===== src/rtl/link_arbiter.sv =====
// link_arbiter: round-robin arbiter that serialises one requester's packet at a time onto sdata.
// Define LINK_ARBITER_PARITY_EN to append an even-parity bit after the data bits.
module link_arbiter #(
  parameter int NUM_REQ     = 4,
  parameter int PACKET_SIZE = 4,
  parameter int LEAD_CYCLES = 3
) (
  input  logic                           clk,
  input  logic                           reset,
  input  logic [NUM_REQ-1:0]             req,
  input  logic [NUM_REQ*PACKET_SIZE-1:0] data_in,
  output logic [NUM_REQ-1:0]             grant,
  output logic [NUM_REQ-1:0]             ack,
  output logic                           rec_sig,
  output logic                           sdata,
  output logic                           busy
);
  localparam int IW = $clog2(NUM_REQ);
  localparam int BW = $clog2(PACKET_SIZE + 1);
  localparam int LW = $clog2(LEAD_CYCLES + 1);

  typedef enum logic [2:0] {
    S_IDLE,
    S_LEAD,
    S_SEND,
    S_GAP
`ifdef LINK_ARBITER_PARITY_EN
    , S_PAR
`endif
  } state_t;

  state_t                 state;
  logic [IW-1:0]          last;
  logic [BW-1:0]          bit_cnt;
  logic [LW-1:0]          lead_cnt;
  logic [PACKET_SIZE-1:0] pkt;
  logic [PACKET_SIZE-1:0] slice;
  logic [IW-1:0]          win;
  logic [IW-1:0]          idx;
  logic                   win_vld;
  logic                   cur_bit;

  // Search starts just past the last winner so a re-requester yields to everyone else.
  always_comb begin
    win     = last;
    idx     = last;
    win_vld = 1'b0;
    for (int k = 1; k <= NUM_REQ; k++) begin
      idx = IW'((int'(last) + k) % NUM_REQ);
      if (!win_vld && req[idx]) begin
        win     = idx;
        win_vld = 1'b1;
      end
    end
  end

  assign slice   = data_in[int'(win)*PACKET_SIZE +: PACKET_SIZE];
  assign cur_bit = |(pkt & (PACKET_SIZE'(1) << bit_cnt));

  always_ff @(posedge clk) begin
    if (reset) begin
      state    <= S_IDLE;
      grant    <= '0;
      ack      <= '0;
      rec_sig  <= 1'b0;
      sdata    <= 1'b0;
      busy     <= 1'b0;
      bit_cnt  <= '0;
      lead_cnt <= '0;
      pkt      <= '0;
      last     <= IW'(NUM_REQ - 1);
    end else begin
      rec_sig <= 1'b0;
      ack     <= '0;
      case (state)
        S_IDLE: begin
          if (win_vld) begin
            state    <= S_LEAD;
            grant    <= NUM_REQ'(1) << win;
            last     <= win;
            pkt      <= slice;
            rec_sig  <= 1'b1;
            busy     <= 1'b1;
            sdata    <= 1'b0;
            lead_cnt <= LW'(1);
          end
        end
        S_LEAD: begin
          if (lead_cnt == LW'(LEAD_CYCLES)) begin
            state    <= S_SEND;
            sdata    <= pkt[0];
            bit_cnt  <= BW'(1);
            lead_cnt <= '0;
          end else begin
            lead_cnt <= lead_cnt + 1'b1;
          end
        end
        S_SEND: begin
          if (bit_cnt == BW'(PACKET_SIZE)) begin
            bit_cnt <= '0;
`ifdef LINK_ARBITER_PARITY_EN
            state   <= S_PAR;
            sdata   <= ^pkt;
`else
            state   <= S_GAP;
            sdata   <= 1'b0;
            ack     <= grant;
`endif
          end else begin
            sdata   <= cur_bit;
            bit_cnt <= bit_cnt + 1'b1;
          end
        end
`ifdef LINK_ARBITER_PARITY_EN
        S_PAR: begin
          state <= S_GAP;
          sdata <= 1'b0;
          ack   <= grant;
        end
`endif
        S_GAP: begin
          state <= S_IDLE;
          grant <= '0;
          busy  <= 1'b0;
        end
        default: begin
          state <= S_IDLE;
          grant <= '0;
          busy  <= 1'b0;
          sdata <= 1'b0;
        end
      endcase
    end
  end
endmodule


===== config.mk =====
export PLATFORM = sky130hd
export DESIGN_NAME = link_arbiter
export DESIGN_NICKNAME = d
export VERILOG_FILES = /design/src/rtl/link_arbiter.sv
export SDC_FILE = /design/constraint.sdc
export NUM_CORES = 1
export LEC_CHECK = 0
export ABC_AREA = 1
export BUFFER_PORTS_ARGS = -buffer_cell sky130_fd_sc_hd__buf_4
export CAP_MARGIN = 15
export CORE_MARGIN = 5
export CORE_UTILIZATION = 54
export DETAILED_ROUTE_END_ITERATION = 12
export GPL_TIMING_DRIVEN = 0
export PLACE_DENSITY = 0.79
export REMOVE_ABC_BUFFERS = 1
export SLEW_MARGIN = 10
export SYNTH_ARGS = -nofsm -noshare
export SYNTH_HDL_FRONTEND = slang
export SYNTH_SLANG_ARGS = --single-unit
export TNS_END_PERCENT = 100

===== constraint.sdc =====
create_clock -name clk -period 1.89 [get_ports clk]
set_clock_uncertainty 0.15 [all_clocks]
set_input_delay 0.0945 -clock clk [delete_from_list [all_inputs] [get_ports clk]]
set_output_delay 0.0945 -clock clk [all_outputs]
set_load 0.05 [all_outputs]

=== After elaboration in Yosys (flattened, before gate mapping) ===
Cells that the tools add are included.
Widths: inputs -> output; s select.

* Register bits after elaboration: 25
* Output and inout port bits: 11
* Word-level logic and storage cells: 91

* $add $sub $neg: 6
* Magnitude comparators: 4
* Equal/unequal tests: 8
* Shift operators: 3
* Multiplexer cells: 35
* Bitwise logic cells: 6
* Reduce and logical (&&, ||, !) cells: 19

{| class="wikitable"
|+ Operators with widths
! cell !! count
|-
| $shiftx 16x5->4 || 1
|-
| $mux 3 || 5
|-
| $mux 1 || 13
|-
| $lt 2x3->1 const B || 4
|-
| $mux 2 || 6
|-
| $pmux 3 s3 || 1
|-
| $bmux 1 s2 || 4
|-
| $pmux 4 s2 || 1
|-
| $reduce_and 2->1 || 4
|-
| $add 2x1->2 const B || 3
|-
| $eq 3x2->1 const B || 2
|-
| $ne 2x2->1 const B || 3
|-
| $pmux 3 s2 || 1
|-
| $reduce_and 3->1 || 2
|-
| $not 1->1 || 5
|-
| $add 2x2->2 const B || 2
|-
| $and 4x4->4 || 1
|-
| $mux 4 || 1
|-
| $pmux 1 s4 || 1
|-
| $pmux 2 s2 || 1
|-
| $reduce_bool 2->1 || 2
|-
| $reduce_or 2->1 || 2
|-
| $reduce_or 4->1 || 1
|-
| $shl 1x2->4 const A || 1
|-
| 10 further kinds || 14
|}

=== Depth between registers and ports, before layout ===
* Depth in word-level cells: 16
* Mapped depth: 14

=== Worst setup path before layout ===
Ideal clock, no wire load.

* Kind: reg2reg
* Start: register last[0]
* End: register pkt[0]
* Setup time: 0.109 ns
* Arrival: 1.355 ns
* Data required time: 1.631 ns
* Setup slack: 0.276 ns
* Stages on the path, launching flop included: 15
* Path buffers: 1
* Clock period less this slack: 1.614 ns
* Cell sequence: dfxtp_1 -> buf_6 -> nand2_1 -> nand2_2 -> nand2_1 -> nand2_2 -> inv_4 -> nand3_1 -> nand3_2 -> nand2_4 -> inv_4 -> nand2_1 -> nand3_1 -> nand2_1 -> inv_1

* Word-level cells in the longest chain between the ends: 14
* Elaborated cells on any way between the ends: 28
* Those cells by class: add/sub: 4; shift: 1; mux: 16; reduce/logical: 7

{| class="wikitable"
|+ Ends and longest elaborated chain
! element !! line !! RTL
|-
| start: declaration || 33 || <nowiki>logic [IW-1:0] last;</nowiki>
|-
| start signal: assignment || 71 || <nowiki>last <= IW'(NUM_REQ - 1);</nowiki>
|-
| start signal: assignment || 80 || <nowiki>last <= win;</nowiki>
|-
| $add 2x1->2 || 49 || <nowiki>idx = IW'((int'(last) + k) % NUM_REQ);</nowiki>
|-
| $bmux 1 s2 || 50 || <nowiki>if (!win_vld && req[idx]) begin</nowiki>
|-
| $mux 1 (implied by the code) || 50 ||
|-
| $mux 1 || 50 ||
|-
| $logic_not 1->1 || 50 ||
|-
| $logic_and 1x1->1 || 50 ||
|-
| $mux 1 || 50 ||
|-
| $logic_not 1->1 || 50 ||
|-
| $logic_and 1x1->1 || 50 ||
|-
| $mux 1 || 50 ||
|-
| $logic_not 1->1 || 50 ||
|-
| $logic_and 1x1->1 || 50 ||
|-
| $mux 2 or $mux 1 (tied branches) || 50 ||
|-
| $shiftx 16x5->4 or $reduce_and 2->1 (tied branches) || - ||
|-
| end signal: assignment || 81 || <nowiki>pkt <= slice;</nowiki>
|-
| end: declaration || 36 || <nowiki>logic [PACKET_SIZE-1:0] pkt;</nowiki>
|}

Several ways; a longest one is shown, not always the timed one. The select of a mux whose other input is x is not followed.
A chain may end at the register's enable or synchronous reset.

=== Final worst setup path ===
* Start: register last[0]
* End: register pkt[2]

The elaborated chain is that of the path after synthesis.

==> metrics <==
status finished, final reports clean; fraction of the mapped netlist area in adder cells 7.79%; multi-input logic area 1000 µm²; FF+latch count, synth 24; Via density 5.19; setup ws final 116 ps; worst hold path type in -> reg; WHS Path Cells 7; GRT overflow 0; Critical Path End Type flip-flop; P&R area growth vs syn 23.6%; Synth area leader dfxtp_1; Total Wirelength 3430 µm; Fill cells 269; Final ANT Viol Nets 0; ANT cells 0; clk buf depth 2; Total Die Area 4160 µm²; first-pass GRT wire length 5750 µm; chip width 64.5 µm; DP Wirelength 2630 µm; TritonRoute pass-1 iters 4; I/O pins 33; Worst Min Path Start data_in[10]; Syn Inst Count 228; number of enable flip-flop cells after synthesis 0; Util after Layout 70.7%; nets 299; Mapped Area 1610 µm²; Root Driver clkbuf_4; post-synthesis xor/xnor area fraction 0%; pre-CTS setup slack -397 ps; Crit path arrival time 1870 ps; H-tree depth 1; post-synthesis mux area share 0%; DR iter-0 viols 74; Remaining DRCs 0; clock latency at the later pin of the worst-skew pair 320 ps; yosys warns 0; P_leak 0.000970 µW; most common cell after layout, fill and taps aside nand2_1; Slew HR 83.8%; CTS tree yes; Inserted Clock Buffers 3; Req. time, crit path 1980 ps; Pwr per Cell Area 1790 nW/µm²; Storage cell area 488 µm²; max_cap viols 0; vias in the first global route 1346; share of cells above drive strength 1 30.1%; Hold Fails Final Rpt 0; share of the synthesized area in the top cell type 29.9%; crit start category flip-flop; ys async rst share 0%; Wirelength per Cell 11.6 µm; largest family of logic cells by synthesized area simple AND/OR/NAND/NOR gates; initial antenna violation count 0; IO Port Bufs 32; post-synth cell types 28; worst reg2reg setup slack 120 ps; depth of the worst register-to-register path 11; Hold EP pkt[2]$_SDFFE_PP0P_; core area 2810 µm²; top post-synthesis cells by area dfxtp_1, nand2_1, nand3_1; R2R Path Start last[0]$_SDFFE_PP1P_; CP max-delay cell dfxtp_4; via count 1540; syn avg cell area 7.04 µm²; slowest stage delay, CP 390 ps; critical-path cell list buf_6, nand2_1, nand2_1, nor2_1, nand4_4, nand2_4, inv_2, nor2_1, nor2_1, nand2_1, inv_1; compound-gate portion of the synthesized area 10.4%; Peak VDD IR 798 µV; largest net degree at the start of global routing 16; unrepaired setup endpoints after global routing no; total track usage 16.9%; Tmin final 1770 ps; commonest cells after routing, fill and taps aside nand2_1, buf_4, nand3_1; fin. max-slew vios 0; critical path peak fanout 9; # rows 19; CTS clk-pin slew, worst paths 130 ps; sequential share of the synthesized area 29.9%; worst slew pin tran 242 ps; r2r endpoint pkt[2]$_SDFFE_PP0P_; Most used DFF post-synth dfxtp_1; fmax 564 MHz; Simple-Gate Fraction of Synth Area 43.3%; die height 64.5 µm; fin crit share 93.9%; CTS sink count 24; GPL Wtd Cong 0.806; final setup vio count 0; Initial Utilization 57.2%; critical path class reg -> reg
[cell usage after synthesis (2+ instances only)]
cell type and n:
nor3_1 2, dfxtp_1 24, nand3_2 2, nand2_4 7
nand3_1 30, nor2_1 19, inv_4 2, nand2_1 52
a21oi_1 15, ha_1 10, inv_2 4, a21oi_2 3
inv_1 25, o21ai_0 8, nand2_2 11, nor2_4 2
[layout make-up]
class / count / area share [%]
multi-input combinational: 171 / 50.4
tap: 31 / 1.95
clock buffer: 3 / 1.13
sequential: 24 / 24.6
timing repair buffer: 36 / 14.1
inverter: 31 / 6.24
clock inverter: 1 / 1.51
[critical path: cells and delay by family (launching register included)]
family / cells / cell delay (ps)
and+or+nand+nor: 8 / 880
buffers and inverters: 3 / 260
DFF: 1 / 390
[sequential cells by signal (all words and copies together), names as in the netlist]
register and cells:
bit_cnt 3, lead_cnt 2, last 2, ack 4, rec_sig 1, busy 1, sdata 1, pkt 4
grant 4, state 2
[power breakdown]
part	switching [µW]	internal [µW]	total [µW]
combinational	1560	816	2370
sequential	131	673	804
clock	159	215	373
total	1850	1700	3550
[metrics by stage]
stage | hold slack, ps | setup TNS [ps] | cells | instance area, µm² | total power (µW)
floorplan | 6.94 | -899 | 226 | 1590 | 2600
global route | 54.6 | 0 | 297 | 1980 | 3840
global placement | 239 | -4860 | 289 | 1870 | 3010
detailed placement | 240 | -5350 | 289 | 1870 | 3050
finish | 17.1 | 0 | 297 | 1980 | 3550
CTS | 14.2 | 0 | 296 | 1950 | 3460
[per-layer routing]
| layer | up-vias | wire length (µm) | GRT usage (%) |
|---|---|---|---|
| met4 | 0 | 30 | 3.96 |
| met3 | 5 | 173 | 3.97 |
| li1 | 813 | - | - |
| met2 | 36 | 1600 | 28.6 |
| met1 | 686 | 1620 | 21.9 |
| met5 | - | 0 | 0 |
[worst max-delay path by stage]
| stage | cells after the start | start | to | slack, ps |
|---|---|---|---|---|
| after CTS | 14 | last[0]$_SDFFE_PP1P_ | pkt[1]$_SDFFE_PP0P_ | 80 |
| after floorplan | 13 | last[0]$_SDFFE_PP1P_ | pkt[0]$_SDFFE_PP0P_ | -100 |
| after global placement | 13 | last[0]$_SDFFE_PP1P_ | pkt[0]$_SDFFE_PP0P_ | -360 |
| final | 11 | last[0]$_SDFFE_PP1P_ | pkt[2]$_SDFFE_PP0P_ | 120 |
| after global routing | 14 | last[0]$_SDFFE_PP1P_ | pkt[1]$_SDFFE_PP0P_ | 0.8 |
| after detailed placement | 13 | last[0]$_SDFFE_PP1P_ | pkt[1]$_SDFFE_PP0P_ | -400 |
[timing repair]
action | 4_1_cts | 5_1_grt
resized for setup | 2 | 9
hold buffers | 1 | 0
pin swaps | 0 | 1
cloned | 0 | 0
endpoints found under the hold margin | 14 | 0
buffers inserted | 2 | 1
setup endpoints to repair | 17 | 8
[cells by family (layout without fill, tap and decap cells)]
group | count (synthesis) | in the layout
simple gates | 131 | 131
compound gates | 30 | 30
flops | 24 | 24
fa+ha+maj | 10 | 10
buf+inv | 33 | 71
Note: power is estimated with default switching activity, not from simulation.
